<file path="src/rtl/irda_out.sv">
// -----------------------------------------------------------------------------
// irda_out : serial frame transmitter for the IrDA link.
//   Accepts a nibble on a valid/ready handshake and sends one 6-bit frame:
//   start (high), 4 data bits LSB first, stop (low). The line idles low.
//   Each bit level lasts DIV clocks.
//
// Ports
//   clk      in   system clock
//   rst_n    in   asynchronous active-low reset
//   din      in   [3:0] nibble to send, sampled on accept
//   din_vld  in   request to send din
//   din_rdy  out  high while idle (decoded from the state register)
//   Oout     out  registered serial line to the IR LED driver
//   tx_done  out  registered one-cycle pulse on the last clock of the stop bit
//
// Build option
//   IRDA_CARRIER_EN : when defined, high line levels are gated with a
//                     CAR_DIV-period square-wave carrier.
// -----------------------------------------------------------------------------
module irda_out #(
    parameter int unsigned DIV     = 100000,
    parameter int unsigned FRA     = 6,
    parameter int unsigned CAR_DIV = 1316
) (
    input  logic       clk,
    input  logic       rst_n,
    input  logic [3:0] din,
    input  logic       din_vld,
    output logic       din_rdy,
    output logic       Oout,
    output logic       tx_done
);

    localparam int unsigned CNT_W    = (DIV > 1) ? $clog2(DIV) : 1;
    localparam int unsigned DATA_BITS = FRA - 2;
    localparam logic [1:0]  LAST_BIT = 2'(DATA_BITS - 1);

    // Reject parameter sets the frame format cannot support
    generate
        if (DIV < 4 || DIV > 131071 || FRA != 6 || CAR_DIV < 2) begin : g_bad_params
            $error("irda_out: illegal parameter set");
        end
    endgenerate

    typedef enum logic [1:0] {
        S_IDLE  = 2'd0,
        S_START = 2'd1,
        S_DATA  = 2'd2,
        S_STOP  = 2'd3
    } state_t;

    state_t           r_state;
    state_t           w_state_nxt;
    logic [CNT_W-1:0] r_cnt0;
    logic [CNT_W-1:0] w_cnt0_nxt;
    logic [1:0]       r_cnt1;
    logic [1:0]       w_cnt1_nxt;
    logic [3:0]       r_shreg;
    logic [3:0]       w_shreg_nxt;
    logic             r_oout;
    logic             r_tx_done;
    logic             w_level;
    logic             w_line;
    logic             w_done;
    logic             w_wrap;

    assign w_wrap  = (r_cnt0 == CNT_W'(DIV - 1));
    assign din_rdy = (r_state == S_IDLE);
    assign Oout    = r_oout;
    assign tx_done = r_tx_done;

    // State register and registered outputs
    always_ff @(posedge clk or negedge rst_n) begin
        if (!rst_n) begin
            r_state   <= S_IDLE;
            r_cnt0    <= '0;
            r_cnt1    <= '0;
            r_shreg   <= '0;
            r_oout    <= 1'b0;
            r_tx_done <= 1'b0;
        end else begin
            r_state   <= w_state_nxt;
            r_cnt0    <= w_cnt0_nxt;
            r_cnt1    <= w_cnt1_nxt;
            r_shreg   <= w_shreg_nxt;
            r_oout    <= w_line;
            r_tx_done <= w_done;
        end
    end

    // Next-state, counters and unregistered line level
    always_comb begin
        w_state_nxt = r_state;
        w_cnt0_nxt  = r_cnt0;
        w_cnt1_nxt  = r_cnt1;
        w_shreg_nxt = r_shreg;
        w_level     = 1'b0;
        w_done      = 1'b0;

        // Bit-period counter runs in every busy state
        if (r_state != S_IDLE) begin
            w_cnt0_nxt = w_wrap ? '0 : r_cnt0 + CNT_W'(1);
        end

        case (r_state)
            S_IDLE: begin
                if (din_vld) begin
                    w_state_nxt = S_START;
                    w_shreg_nxt = din;
                    w_cnt0_nxt  = '0;
                    w_cnt1_nxt  = '0;
                end
            end
            S_START: begin
                w_level = 1'b1;
                if (w_wrap) begin
                    w_state_nxt = S_DATA;
                end
            end
            S_DATA: begin
                w_level = r_shreg[0];
                if (w_wrap) begin
                    w_shreg_nxt = {1'b0, r_shreg[3:1]};
                    w_cnt1_nxt  = r_cnt1 + 2'd1;
                    if (r_cnt1 == LAST_BIT) begin
                        w_state_nxt = S_STOP;
                        w_cnt1_nxt  = '0;
                    end
                end
            end
            S_STOP: begin
                w_level = 1'b0;
                if (w_wrap) begin
                    w_state_nxt = S_IDLE;
                    w_done      = 1'b1;
                end
            end
            default: begin
                w_state_nxt = S_IDLE;
            end
        endcase
    end

`ifdef IRDA_CARRIER_EN
    localparam int unsigned CAR_W = (CAR_DIV > 1) ? $clog2(CAR_DIV) : 1;

    logic [CAR_W-1:0] r_car_cnt;
    logic             w_carrier;
    logic             w_accept;

    assign w_accept  = (r_state == S_IDLE) && din_vld;
    assign w_carrier = (r_car_cnt < CAR_W'(CAR_DIV / 2));
    assign w_line    = w_level & w_carrier;

    // Carrier phase restarts on accept so each frame opens with the carrier high
    always_ff @(posedge clk or negedge rst_n) begin
        if (!rst_n) begin
            r_car_cnt <= '0;
        end else if (w_accept) begin
            r_car_cnt <= '0;
        end else if (r_state != S_IDLE) begin
            r_car_cnt <= (r_car_cnt == CAR_W'(CAR_DIV - 1)) ? '0 : r_car_cnt + CAR_W'(1);
        end
    end
`else
    assign w_line = w_level;
`endif

endmodule
</file>
<file path="config.mk">
export PLATFORM = sky130hd
export DESIGN_NAME = irda_out
export DESIGN_NICKNAME = d
export VERILOG_FILES = /design/src/rtl/irda_out.sv
export SDC_FILE = /design/constraint.sdc
export NUM_CORES = 1
export LEC_CHECK = 0
export ABC_AREA = 1
export ABC_CLOCK_PERIOD_IN_PS = 4350
export CORE_ASPECT_RATIO = 1.1
export CORE_MARGIN = 2
export CORE_UTILIZATION = 45
export CTS_BUF_LIST = sky130_fd_sc_hd__clkbuf_4 sky130_fd_sc_hd__clkbuf_8 sky130_fd_sc_hd__clkbuf_16
export CTS_CLUSTER_DIAMETER = 150
export DETAILED_ROUTE_END_ITERATION = 8
export PLACE_DENSITY = 0.67
export REMOVE_ABC_BUFFERS = 1
export SYNTH_ARGS = -nofsm -noshare
export SYNTH_HDL_FRONTEND = slang
export SYNTH_SLANG_ARGS = --single-unit
</file>
<file path="constraint.sdc">
create_clock -name clk -period 4.35 [get_ports clk]
set_input_delay 0.87 -clock clk [delete_from_list [all_inputs] [get_ports clk]]
set_output_delay 0.87 -clock clk [all_outputs]
set_load 0.01 [all_outputs]
</file>
# == Word level (Yosys, flattened, before mapping) ==
# Cells that the tools add are included.
# totals
inputBits,7
regBits,27
out_inout_bits,3
elab_cells,43
# classes
n_addsub,2
n_reduce_logical,5
muxes,20
n_eq_ne,10
# op_table
op,count
17-bit 2-to-1 mux,4
"17-bit by 1-bit adder with 17-bit output, second input constant",1
"17-bit equality test, second input constant",1
2-bit 2-to-1 mux,8
"2-bit inequality test, second input constant",5
4-bit 2-to-1 mux,2
2-bit case mux with 4 select lines,1
4-bit case mux with 2 select lines,1
"2-bit equality test, second input constant",3
5-bit AND reduction,1
2-bit case mux with 2 select lines,1
2-bit nonzero test,2
3-bit AND reduction,1
"2-bit by 1-bit adder with 2-bit output, second input constant",1
"2-bit by 1-bit equality test with 1-bit output, second input constant",1
2-bit logical NOT,1
1-bit 2-to-1 mux,2
1-bit case mux with 2 select lines,1

# == Longest topological paths before layout ==
# depth
ltp_word,5
depth_mapped,11
depth_no_buf,10

# == Worst setup path after synthesis ==
# Ideal clock, no wire load.
# synth_timing
kind,register to output
startpoint,register r_state[0]
endpoint,output port din_rdy
required_time_ns,3.480
path_stages_with_launch,3
slack_ns,2.819
t_arrival_ns,0.661
path_buffers,0
cell_sequence,dfrtp_1 > inv_1 > ha_1
# synth_via
elab_chain_len,1
# synth_lines
item,line_no,rtl
from (decl),52,state_t r_state;
from (signal assigned),82,r_state <= w_state_nxt;
2-bit logical NOT,68,assign din_rdy = (r_state == S_IDLE);
to (decl),29,"output logic din_rdy,"
# No other way between the ends.

# == Worst setup path after layout ==
# layout_timing
startpoint,register r_state[1]
endpoint,output port din_rdy
# The elaborated chain is that of the path after synthesis.

==> reports/results.ini <==
[final_layout]
synthToLayoutAreaGrowth_pct = 11.38
layout_common_cells = nand2_1 (91), dfrtp_1 (27), nor2_1 (26)
fin_area_um2 = 1874
num_antenna_cells = 0
drive_above_1_share_pct = 10.36
final_common_cell = nand2_1
n_fill_cell = 381
multi_input_area_um2 = 888.4
layout.area.seq_um2 = 675.6
layout.nets = 265

[sta]
finClkSkew_ns = 0.007019
period_minus_slack_ns = 2.674
fin_ws_ns = 1.676
timing.hold.ws_ns = 0.4845
timing_hold_violations_final = 0
setup_tns_ns = 0
max_freq_ghz = 0.3739
setup_viol = 0
maxSlewHeadroom_pct = 74.25
fin_crit_sh_pct = 61.48
drv_slew = 0
rsz0062_at_grt = false
worst_pin_slew_ns = 0.3854

[pwr]
power.internal_mw = 0.5052
netSwitchingFraction_pct = 42.03
pwr-share-clk_pct = 17.7
pwr-share-comb_pct = 43.0
p_sw_mw = 0.3664
power_frac_seq_pct = 39.3
p_leak_nw = 0.9391
ir_drop_mv = 0.2673
cellPowerDensity_nw_per_um2 = 465.0

[critical_path]
crit_family = buffers and inverters
crit_required_ns = 3.48
reg2reg_from = r_state[1]
cp-start-kind = flip-flop
critPathBufInv = 2
rrSetupSlack_ns = 2.40
cp-end-kind = output pin
reg2reg_to = r_state[0]
arrival_ns = 1.80
cp_max_fo = 9
cpPeakStageDelay_ns = 0.61
cp_slowest_cell = clkdlybuf4s50_1
critPathKind = reg2out
r2r_cells = 10
path_cells = inv_1 -> ha_1 -> clkdlybuf4s50_1

[hold_path]
min_to = r_shreg[1]
hold_depth = 2
hold_start = r_shreg[1]
hold_path_class = reg2reg

[place]
place.port_buffers = 9
place_worst_setup_slack_ns = 1.984
gp_congestion = 0.8442
hpwl_mm = 2.613
place_area_um2 = 1826

[clock_tree]
hold_buffers = 0
cts_sinks = 27
cts_max_level = 1
cts_root_buffer = clkbuf_8
post_cts_buffers = 0
post_cts_resized = 0
cts_buffer_depth = 2
cts_buffers = 3
clock_latency_ns = 0.27
path_clk_slew_ns = 0.10
tritoncts = built

[global_route]
grt_pass1_vias = 1450
grt-ovfl-total = 0
track_usage_pct = 19.07
antenna_found_initial = 0
grt_pass1_wl_mm = 6.430
grt_max_degree = 28

[synth]
syn_area_um2 = 1683
avgSynthCellArea_um2 = 7.012
ys_types = 24
ys_seq_area_share_pct = 40.15
synth-seq-cells = 27
syn_inst = 240
yosys_warnings = 0

[routing]
postRouteWirelength_mm = 3.597
drtIter0Drc = 56
wl_per_cell_um = 11.95
drcViolationCount = 0
antenna_left = 0
via_per_inst = 4.847
first_pass_iters = 4
dr_total_vias = 1459

[die]
placement_rows = 23
io_pins = 10
core_um2 = 3626
die_w_um = 62.31
initial_utilization_pct = 46.41
die_h_um = 68.14
die-area_um2 = 4245

[run_status]
status = complete, no violations

[job]
maxCapViolations = 0

==> cells by family after synthesis <==
| group | Yosys count | share of synthesized area [%] |
|---|---|---|
| AO/OA/AOI/OAI | 12 | 3.941 |
| XOR/XNOR | 4 | 2.082 |
| adder cells (fa/ha/maj) | 6 | 4.461 |
| buffers and inverters | 30 | 7.064 |
| flip-flops | 27 | 40.15 |
| AND/OR/NAND/NOR | 161 | 42.31 |
==> layout make-up <==
class / count / share of cell area (%)
repair buffers: 10 / 5.207
inverters: 27 / 5.407
flip-flops and latches: 27 / 36.05
multi-input cells: 183 / 47.40
well taps: 50 / 3.338
clock buffers: 4 / 2.603
==> power by group through the flow <==
stage	registers, mW	clock network [mW]	logic, mW
2_1_floorplan	0.343	0	0.267
3_3_place_gp	0.346	0	0.377
3_5_place_dp	0.348	0	0.377
4_1_cts	0.343	0.159	0.378
5_1_grt	0.351	0.168	0.428
6_report	0.343	0.154	0.375
==> metal layers <==
layer | routed length [um] | GRT usage [%] | share of wire, %
met3 | 87 | 2.138 | 2.4
met5 | 0 | 0 | 0
met2 | 1729 | 35.33 | 48
met1 | 1752 | 23.74 | 49
met4 | 27 | 6.111 | 0.75
==> tightest hold or removal path: cells and delay by family, from the launching register on <==
family / cells / cell delay (ns)
AND/OR/NAND/NOR: 2 / 0.10
flip-flops: 1 / 0.36
==> worst max-delay path by stage <==
stage / from / end / slack (ns) / depth (start not counted)
after floorplan: r_state[0] / din_rdy / 2.68 / 2
after global placement: r_state[0] / din_rdy / 2.01 / 3
after global routing: r_state[0] / din_rdy / 1.58 / 3
after CTS: r_state[1] / din_rdy / 1.67 / 3
final: r_state[1] / din_rdy / 1.68 / 3
after detailed placement: r_state[0] / din_rdy / 1.98 / 3
==> cell usage after synthesis <==
master	instances	area (um2)
nand2_1	91	341.6
dfrtp_1	27	675.7
nor2_1	26	97.59
inv_1	24	90.09
nand3_1	16	80.08
nor2_2	8	50.05
o21ai_0	8	40.04
ha_1	6	75.07
nand2_2	5	31.28
nand4_1	5	31.28
xor2_1	4	35.03
inv_2	3	11.26
o22ai_1	3	18.77
buf_2	2	10.01
nand2_4	2	22.52
nor3_1	2	10.01
and2_1	1	6.260
buf_4	1	7.510
nand3_2	1	10.01
nand3b_1	1	7.510
nor2_4	1	11.26
o31ai_1	1	7.510
or2_1	1	6.260
or2_2	1	6.260
==> sequential cells by signal, summed over array words and instances, names as in the netlist <==
register / count
tx_done: 1
r_shreg: 4
r_state: 2
Oout: 1
r_cnt0: 17
r_cnt1: 2
==> stage by stage <==
| step | std cells | util [%] | total power, mW |
|---|---|---|---|
| floorplan | 237 | - | 0.6104 |
| global placement | 297 | 50.35 | 0.7223 |
| detailed placement | 297 | 50.35 | 0.7244 |
| CTS | 301 | 51.69 | 0.8801 |
| global route | 301 | 51.69 | 0.9467 |
| finish | 301 | 51.69 | 0.8716 |
(Power assumes the default switching activity.)
